## src/rtl/labs_seq_gen.sv

```systemverilog
// labs_seq_gen: enumerates LABS candidate sequences first..last (inclusive) on a valid/ready stream.
// Define LABS_SEQ_GEN_GRAY_EN to present the internal counter Gray-coded on o_seq.
module labs_seq_gen #(
    parameter int SEQ_WIDTH = 30,
    parameter int LEN_WIDTH = 7
) (
    input  logic                 clk,
    input  logic                 rst,
    input  logic                 i_start,
    input  logic                 i_abort,
    input  logic [LEN_WIDTH-1:0] i_len,
    input  logic [LEN_WIDTH-1:0] i_offset,
    input  logic [SEQ_WIDTH-1:0] i_first,
    input  logic [SEQ_WIDTH-1:0] i_last,
    input  logic                 i_ready,
    output logic [SEQ_WIDTH-1:0] o_seq,
    output logic [SEQ_WIDTH-1:0] o_mask,
    output logic [LEN_WIDTH-1:0] o_offset,
    output logic                 o_valid,
    output logic                 o_busy,
    output logic                 o_done,
    output logic [SEQ_WIDTH:0]   o_count
);
    typedef enum logic [1:0] {IDLE, RUN, FLUSH} state_t;
    localparam logic [LEN_WIDTH-1:0] SW = LEN_WIDTH'(SEQ_WIDTH);
    state_t               state_q, state_d;
    logic [SEQ_WIDTH-1:0] cnt_q, cnt_d, last_q, last_d, mask_q, mask_d;
    logic [LEN_WIDTH-1:0] offset_q, offset_d, len;
    logic [SEQ_WIDTH:0]   count_q, count_d;
    logic                 hs, at_last;
    assign len     = (i_len == '0 || i_len > SW) ? SW : i_len;
    assign hs      = state_q == RUN && i_ready;
    assign at_last = cnt_q == last_q;
    always_comb begin
        state_d  = state_q;
        cnt_d    = cnt_q;
        last_d   = last_q;
        mask_d   = mask_q;
        offset_d = offset_q;
        count_d  = count_q;
        case (state_q)
            IDLE: if (i_start) begin
                mask_d   = {SEQ_WIDTH{1'b1}} >> (SW - len);
                offset_d = i_offset;
                cnt_d    = i_first & mask_d;
                last_d   = i_last & mask_d;
                count_d  = '0;
                state_d  = cnt_d > last_d ? FLUSH : RUN;
            end
            RUN: begin
                // Stop on equality with last, so last = 2^N-1 never wraps to 0
                count_d = hs ? count_q + 1'b1 : count_q;
                cnt_d   = hs && !at_last ? cnt_q + 1'b1 : cnt_q;
                state_d = i_abort || (hs && at_last) ? FLUSH : RUN;
            end
            default: state_d = IDLE;
        endcase
    end
    always_ff @(posedge clk) begin
        if (rst) begin
            state_q  <= IDLE;
            cnt_q    <= '0;
            last_q   <= '0;
            mask_q   <= '0;
            offset_q <= '0;
            count_q  <= '0;
        end else begin
            state_q  <= state_d;
            cnt_q    <= cnt_d;
            last_q   <= last_d;
            mask_q   <= mask_d;
            offset_q <= offset_d;
            count_q  <= count_d;
        end
    end
`ifdef LABS_SEQ_GEN_GRAY_EN
    assign o_seq = cnt_q ^ (cnt_q >> 1);
`else
    assign o_seq = cnt_q;
`endif
    assign o_mask   = mask_q;
    assign o_offset = offset_q;
    assign o_valid  = state_q == RUN;
    assign o_busy   = state_q == RUN;
    assign o_done   = state_q == FLUSH;
    assign o_count  = count_q;
endmodule

```

## config.mk

```make
export PLATFORM = sky130hd
export DESIGN_NAME = labs_seq_gen
export DESIGN_NICKNAME = d
export VERILOG_FILES = /design/src/rtl/labs_seq_gen.sv
export SDC_FILE = /design/constraint.sdc
export NUM_CORES = 1
export LEC_CHECK = 0
export ABC_CLOCK_PERIOD_IN_PS = 5500
export CAP_MARGIN = 10
export CORE_MARGIN = 2
export CORE_UTILIZATION = 30
export DETAILED_ROUTE_END_ITERATION = 10
export PLACE_DENSITY = 0.56
export SLEW_MARGIN = 20
export SYNTH_ARGS = -nofsm -noshare
export SYNTH_HDL_FRONTEND = slang
export SYNTH_SLANG_ARGS = --single-unit
```

## constraint.sdc

```tcl
create_clock -name clk -period 5.5 [get_ports clk]
set_input_delay 0.55 -clock clk [delete_from_list [all_inputs] [get_ports clk]]
set_output_delay 0.55 -clock clk [all_outputs]
set_load 0.02 [all_outputs]
```

* After elaboration in Yosys (flattened, before gate mapping)
Index checks and enable logic that the tools add are counted.
Cells by class: add/subtract/negate cells 3, $lt $le $gt $ge 2, equal/unequal tests 6, shift operators 1, muxes and demuxes 11, bitwise logic cells 2, reduce and logical (&&, ||, !) cells 12
Operators by type and width (count):
- $mux 31 | 2
- $pmux 31 s2 | 1
- $and 30x30->30 | 2
- $mux 30 | 2
- $pmux 30 s2 | 1
- $add 31x1->31 const B | 1
- $add 30x1->30 const B | 1
- $eq 30x30->1 | 1
- $gt 30x30->1 | 1
- $shr 30x7->30 const A | 1
- $gt 7x5->1 const B | 1
- $logic_not 7->1 | 1
- $mux 7 | 1
- $sub 5x7->7 const A | 1
- $mux 2 | 3
- $reduce_and 3->1 | 2
- $ne 2x1->1 const B | 2
- $pmux 2 s2 | 1
- $logic_and 1x1->1 | 3
- $eq 2x1->1 const B | 1
- $eq 2x2->1 const B | 1
- $logic_not 2->1 | 1
- $logic_or 1x1->1 | 2
- $ne 2x2->1 const B | 1
- 3 further kinds | 3
Word-level totals: register bits after elaboration 130, input bits 79, output and inout port bits 101, logic and storage cells 43

* Depth between registers and ports, before layout
Gate-level depths: netlist of the first run.
depth after elaboration 10, gate-level depth with buffers 22

* Least setup slack after synthesis of the first run
OpenSTA, ideal clock, no wires.
path kind input to register, start input port i_len[3], end register state_q[0], library setup time 120 ps, arrival time 4519 ps, required time 5380 ps, path slack 862 ps, cell stages on the path 21, buffers on the path 4, cell sequence buf_6 -> or4_4 -> o21ai_0 -> or2_2 -> ha_1 -> clkbuf_1 -> o21ai_0 -> o2111ai_1 -> and3_1 -> buf_6 -> buf_6 -> nor3_2 -> and2_1 -> ha_1 -> nand4_1 -> or2_2 -> nor4_1 -> nand3_1 -> a21oi_1 -> nor3b_1 -> a211o_1
Between the ends: cells in the longest elaborated chain, start to end 10, elaborated cells between the ends (all ways) 12
RTL lines:
- start: declaration | line 11 | input logic [LEN_WIDTH-1:0] i_len,
- $gt 7x5->1 or $logic_not 7->1 (tied branches) | line 31 | assign len = (i_len == '0 || i_len > SW) ? SW : i_len;
- $logic_or 1x1->1 | line 31
- $mux 7 * | line 31
- $sub 5x7->7 * | line 43 | mask_d = {SEQ_WIDTH{1'b1}} >> (SW - len);
- $shr 30x7->30 * | line 43
- $and 30x30->30 (on tied branches) | line 45, 46
- $gt 30x30->1 * | line 48 | state_d = cnt_d > last_d ? FLUSH : RUN;
- $mux 2 * | line 48
- $mux 2 * | line 42 | IDLE: if (i_start) begin
- $pmux 2 s2 * | line 41 | case (state_q)
- end signal: assignment | line 68 | state_q <= state_d;
- end: declaration | line 26 | state_t state_q, state_d;
Mark *: on every way between the ends. The rest lies on a longest branch, timed or not. The select of a mux whose other input is x is not followed. A chain may end at the register's enable or synchronous reset.

* Worst setup path after layout of the first run
start input port i_len[1], end register state_q[1]
The elaborated chain is that of the path after synthesis.

==> results of run 1 <==
==> cells by family after synthesis <==
group                      Yosys count  synth area share [%]
AOI/OAI and AO/OA                  223                  17.5
DFF                                130                  34.2
adders and majority gates           33                  5.42
buffers and inverters               72                  4.04
and+or+nand+nor                    497                  31.9
xor gates and xnor gates            58                  6.67
muxes                                2                 0.296
==> what timing repair did <==
item                       4_1_cts  5_1_grt
hold buffers                     0        0
setup endpoints to repair        0        1
resized for setup                0        1
==> state kept, by name, summed over array words and instances (netlist names) <==
name	flops
o_count	31
last_q	30
o_mask	30
o_seq	30
o_offset	7
state_q	2
==> where the power goes <==
| part | total, mW | leakage [nW] | internal [mW] | switching, mW |
|---|---|---|---|---|
| clock network | 1.05 | 0.255 | 0.613 | 0.440 |
| registers | 1.16 | 1.07 | 1.04 | 0.121 |
| logic | 0.982 | 2.56 | 0.394 | 0.589 |
==> layer usage <==
layer	track usage [%]	wire length, µm
met5	0	0
met4	5.19	305
met3	3.38	1940
met2	33.2	13000
met1	33.4	14300
==> worst max-delay path, cell delays in order <==
cell and delay, ns:
clkdlybuf4s50_1 0.49, or4_4 0.52, o21ai_0 0.21, or2_2 0.15, ha_1 0.21, buf_4 0.17, nor2b_1 0.17, a22oi_1 0.18
o21a_1 0.18, nor2_1 0.24, nor3_2 0.13, and2_1 0.20, ha_1 0.29, a21oi_1 0.16, nor2_1 0.05, a2111oi_0 0.44
o221ai_1 0.21, o221ai_1 0.31, nor3b_1 0.36, o32ai_1 0.15
==> stage by stage <==
step,power [mW],setup slack (ns),cell area (µm²)
final,3.19,0.426,10200
after global routing,3.35,0.0555,10200
after CTS,3.21,0.333,10200
after detailed placement,2.15,-0.0929,9710
after global placement,2.15,0.0161,9710
after floorplan,1.71,0.862,7610
==> worst max path at each step <==
stage / cells past startpoint / endpoint / from
after floorplan: 21 / state_q[0]$_SDFFE_PP0P_ / i_len[3]
after global placement: 19 / state_q[0]$_SDFFE_PP0P_ / i_len[1]
after detailed placement: 17 / state_q[0]$_SDFFE_PP0P_ / i_len[1]
after CTS: 17 / state_q[0]$_SDFFE_PP0P_ / i_len[1]
after global routing: 20 / state_q[1]$_SDFFE_PP0P_ / i_len[1]
final: 20 / state_q[1]$_SDFFE_PP0P_ / i_len[1]
==> synthesized netlist by cell type (4+ instances only) <==
master    instances  share of area (%)
nand2_1         162                8.0
dfxtp_1         130                 34
a21oi_1         100                6.6
nor2_1          100                4.9
nand3_1          66                4.3
o21ai_0          56                3.7
xor2_1           51                5.9
clkbuf_1         42                2.1
and2_1           37                3.0
ha_1             33                5.4
nor3_1           28                1.8
and3_1           24                2.0
nand4_1          22                1.8
nor4_1           17                1.4
inv_1            11               0.54
buf_1             8               0.39
a311oi_1          7               0.81
nor3b_1           7               0.69
xnor2_1           7               0.81
a211oi_1          6               0.59
buf_2             6               0.39
or3_1             6               0.49
a31oi_1           5               0.41
o21a_1            5               0.49
o21ai_1           5               0.33
a41oi_1           4               0.46
nand3b_1          4               0.39
nor2b_1           4               0.33
o21ai_2           4               0.46
o221ai_1          4               0.46
==> placed cells by master (no fill, tap or decap), types with 4 or more instances in the layout <==
master           Yosys  final
a211oi_1             6      6
a21oi_1            100    100
a311oi_1             7      7
a31oi_1              5      5
a41oi_1              4      4
and2_1              37     37
and3_1              24     24
buf_4                2     22
clkbuf_16            0     17
clkdlybuf4s50_1      0    178
clkinv_2             0      6
dfxtp_1            130    130
ha_1                33     33
inv_1               11     11
nand2_1            162    161
nand3_1             66     66
nand3b_1             4      4
nand4_1             22     22
nor2_1             100    100
nor2b_1              4      4
nor3_1              28     28
nor3b_1              7      6
nor4_1              17     16
o21a_1               5      5
o21ai_0             56     56
o21ai_1              5      5
o21ai_2              4      4
o221ai_1             4      4
or3_1                6      6
xnor2_1              7      7
xor2_1              51     51
==> final cells by class <==
type                            count  area (µm²)
Sequential cell                   130        2600
Timing Repair Buffer              200        1950
Fill cell                        2649       14800
Tap cell                          330         413
Clock buffer                       20         437
Multi-Input combinational cell    813        4720
Clock inverter                     11        91.3
Inverter                           11        41.3
==> reports/qor.yml, run 1 <==
run_status:
  outcome: "complete, no violations"
sta:
  slew_headroom_pct: 28.2
  timing.fmax_mhz: 197
  tns_ns: 0
  drv_slew: 0
  min_period_ns: 5.07
  skew_ns: 0.0113
  worst_pin_slew_ns: 1.07
  finalHoldViolations: 0
  setup_viol: 0
  rsz0062_at_grt: "no"
  whs_ns: 0.456
  period_share_pct: 92.3
logic_synthesis:
  synth_nets: 1127
  synth_warnings: 0
  synth_edf_count: 0
  ys_ff_latch: 130
  synth_cells: 1015
  avgSynthCellArea_um2: 7.50
  synthesis.area_um2: 7610
  synth_cell_types: 64
  synth_flop_cell: "dfxtp_1"
  async_flop_share_pct: 0
  ys_seq_area_share_pct: 34.2
floorplan:
  die_h_um: 163
  io-pin-count: 180
  die_x_um: 163
  initial_core_util_pct: 30.4
  rows: 58
  core_area_um2: 25000
  dieArea_um2: 26700
grt:
  grt_pass1_vias: 7376
  overflow: 0
  grt_max_degree: 72
  grt_pass1_wl_um: 45100
  grt_usage_pct: 22.3
  antenna_found_initial: 0
placed_design:
  dp_cells: 1484
  gp_congestion: 0.973
  hpwlAfterDp_um: 22200
  io_buffers: 179
setup_path:
  reg2reg_depth: 7
  worstSetupStartpointType: "input port"
  crit_required_ns: 5.78
  crit_arrival_ns: 5.35
  path_class: "in2reg"
  path_max_fanout: 8
  r2r-start: "o_seq[21]$_SDFFE_PP0P_"
  r2r_slack_ns: 2.07
  rr_endpoint: "o_seq[12]$_SDFFE_PP0P_"
  cp-end-kind: "flip-flop"
min_path:
  hold_class: "reg2reg"
  hold-path-cell-count: 2
  hold_end: "o_mask[19]$_SDFFE_PP0P_"
  hp-start: "o_mask[19]$_SDFFE_PP0P_"
finish:
  final_nets: 1285
  drive_gt1_share_pct: 6.58
  fin_util_pct: 40.9
  area_growth_pct: 34.6
  antenna_cells: 0
  instances_no_fill: 1515
run:
  cap_violations: 0
power_and_ir_drop:
  ir_worst_vdd_v: 0.000167
  leakage_nw: 3.88
  power.density_nw_per_um2: 312
cts:
  cts_root_buf: "clkbuf_16"
  cts_buffers: 17
  cts_buffer_depth: 2
  cts_setup_buffers: 0
  clock_latency_ns: 0.42
  htree_levels: 4
  numClockSinks: 130
  clk_pin_slew_ns: 0.06
  cts_tree: "done"
drt:
  wl_um: 29500
  postRouteAntennaNets: 0
  drt_iter0_markers: 882
  drt_first_pass_iters: 5
  viasPerCell: 5.35
  wire_per_inst_um: 19.5
  via_count: 8104
  remaining_drc_errors: 0
Note: power is estimated with default switching activity, not from simulation.
==> run 2, diff against run 1 <==
- CELL_PAD_IN_SITES_DETAIL_PLACEMENT: unset -> 1
- CELL_PAD_IN_SITES_GLOBAL_PLACEMENT: unset -> 1
- CORE_UTILIZATION: 30 -> 29
- PLACE_DENSITY: 0.56 -> 0.7
- REMOVE_ABC_BUFFERS: unset -> 1
==> run 2 against run 1 <==
Final area rose by 0.98%. Clock skew grew 0.0035 ns. Die area is 3.4% higher. Clock power is 10% higher. First-iteration DRC count fell by 53%. Via count decreased by 0.94%. Clock-buffer cell count down 3. Largest cell class unchanged. Highest routed layer unchanged.
==> reports/qor.yml, run 2 (synthesized netlist as in run 1, its figures left out) <==
run_status:
  outcome: "complete, no violations"
drt:
  remaining_drc_errors: 0  # unchanged
  viasPerCell: 5.27  # -1.5%
  wl_um: 29400  # -0.39%
  drt_iter0_markers: 418  # -53%
  drt_first_pass_iters: 5  # unchanged
  via_count: 8028  # -0.94%
  wire_per_inst_um: 19.3  # -0.98%
  postRouteAntennaNets: 0  # unchanged
sta:
  finalHoldViolations: 0  # unchanged
  slew_headroom_pct: 29.9  # +1.7 points
  worst_pin_slew_ns: 1.05  # -0.0207 ns
  timing.fmax_mhz: 201  # +2.0%
  tns_ns: 0  # unchanged
  period_share_pct: 90.4  # -1.8 points
  drv_slew: 0  # unchanged
  setup_viol: 0  # unchanged
  setup_ws_ns: 0.526  # +0.100 ns
  rsz0062_at_grt: "no"
  skew_ns: 0.0148  # +0.00348 ns
  min_period_ns: 4.97  # -0.100 ns
cts:
  htree_levels: 4  # unchanged
  post_cts_resize_count: 0  # unchanged
  cts_buffer_depth: 2  # unchanged
  cts_setup_buffers: 0  # unchanged
  cts_root_buf: "clkbuf_16"
  clk_pin_slew_ns: 0.06  # about the same
  cts_buffers: 17  # unchanged
  cts_hold_buffers: 0  # unchanged
  numClockSinks: 130  # unchanged
  clock_latency_ns: 0.44  # +0.02 ns
  cts_tree: "done"
grt:
  grt_pass1_vias: 8030  # +8.9%
  antenna_found_initial: 0  # unchanged
  grt_max_degree: 97  # +35%
  overflow: 0  # unchanged
  grt_pass1_wl_um: 46100  # +2.2%
  grt_usage_pct: 21.1  # -1.2 points
finish:
  mostFrequentLayoutCell: "clkdlybuf4s50_1"
  final_cell_mix: "178 x clkdlybuf4s50_1, 162 x nand2_1, 130 x dfxtp_1, 100 x a21oi_1, 100 x nor2_1"
  fillers: 3132  # +18%
  multi_input_area_um2: 4720  # about the same
  area_growth_pct: 36.0
  largest_reg_flops: 31  # unchanged
  final_nets: 1287  # +0.16%
  seqCellArea_um2: 2600  # unchanged
  fin_area_um2: 10300  # +0.98%
  drive_gt1_share_pct: 6.99  # +0.40 points
  instances_no_fill: 1524  # +0.59%
setup_path:
  worst-path-buf-inv: 2  # unchanged
  critPathMaxStageDelay_ns: 0.55  # +0.03 ns
  cp-end-kind: "flip-flop"
  worstSetupStartpointType: "input port"
  slowest_stage: "nor4_1"
  crit_required_ns: 5.82  # +0.04 ns
  r2r_slack_ns: 2.19  # +0.12 ns
  path_cells: "clkdlybuf4s50_1 -> or4_4 -> o21ai_0 -> or2_2 -> ha_1 -> or4_1 -> o2111ai_1 -> and3_1 -> buf_12 -> nor4_4 -> nand2_1 -> ha_1 -> nand4_1 -> or2_2 -> nor4_1 -> nand3_1 -> a21oi_1 -> nor3b_1 -> a211o_1"
  crit_arrival_ns: 5.29  # -0.06 ns
  path_max_fanout: 27  # +19
  path_delay_family: "simple AND/OR/NAND/NOR gates"
  path_class: "in2reg"
floorplan:
  core_area_um2: 25900  # +3.5%
  rows: 59  # +1.7%
  initial_core_util_pct: 29.4  # -1.0 points
  die_h_um: 166  # +1.7%
  die_x_um: 166  # +1.7%
  io-pin-count: 180  # unchanged
  dieArea_um2: 27600  # +3.4%
placed_design:
  pre_cts_slack_ns: 0.124  # +0.216 ns
  dp_cells: 1491  # +0.47%
  place_area_um2: 9750  # +0.41%
  io_buffers: 179  # unchanged
  hpwlAfterDp_um: 21700  # -2.0%
  gp_congestion: 0.881  # -9.4%
power_and_ir_drop:
  ir_worst_vdd_v: 0.000169  # +1.1%
  power.density_nw_per_um2: 319  # +2.5%
  leakage_nw: 3.91  # +0.94%
run:
  cap_violations: 0  # unchanged
min_path:
  hold_class: "in2reg"
## run 2: metrics by stage
stage / power [mW] / hold slack, ns / utilization [%]
4_1_cts: 3.33 / 0.348 / 39.9
3_5_place_dp: 2.16 / 0.450 / 37.6
2_1_floorplan: 1.68 / 0.442 / -
5_1_grt: 3.47 / 0.371 / 39.9
6_report: 3.31 / 0.365 / 39.9
3_3_place_gp: 2.15 / 0.442 / 37.6
## run 2: per-layer routing
layer  wire [µm]  GRT usage (%)  share of wire [%]  vias up
met2       13600           33.9                 46      242
met5           0              0                  0        -
met1       13800           28.8                 47     3849
li1            -              -                  -     3909
met3        1590           4.12                5.4       28
met4         441           5.67                1.5        0
## run 2: final timing paths
kind | depth (start not counted) | from | to
min | 2 | rst | o_mask[5]$_SDFFE_PP0P_
max | 19 | i_len[1] | state_q[0]$_SDFFE_PP0P_
max reg2reg | 8 | o_seq[5]$_SDFFE_PP0P_ | o_seq[27]$_SDFFE_PP0P_
min reg2reg | 2 | o_mask[18]$_SDFFE_PP0P_ | o_mask[18]$_SDFFE_PP0P_
## run 2: area by class of cell
class                   instances  area share, %
clock inverters                15           1.60
repair buffers                202           19.1
flip-flops and latches        130           25.1
multi-input cells             813           45.6
clock buffers                  17           4.11
well taps                     335           4.05
inverters                      11          0.399
diodes                          1         0.0242
## run 2: where the power goes
| group | switching (mW) | internal (mW) |
|---|---|---|
| Clock | 0.520 | 0.644 |
| Sequential | 0.113 | 1.04 |
| Combinational | 0.592 | 0.399 |
==> run 3, diff against run 2 <==
- SKIP_CTS_REPAIR_TIMING: unset -> 1
==> results of run 3 <==
The final DEF is identical to that of run 2; final timing and power are the same.
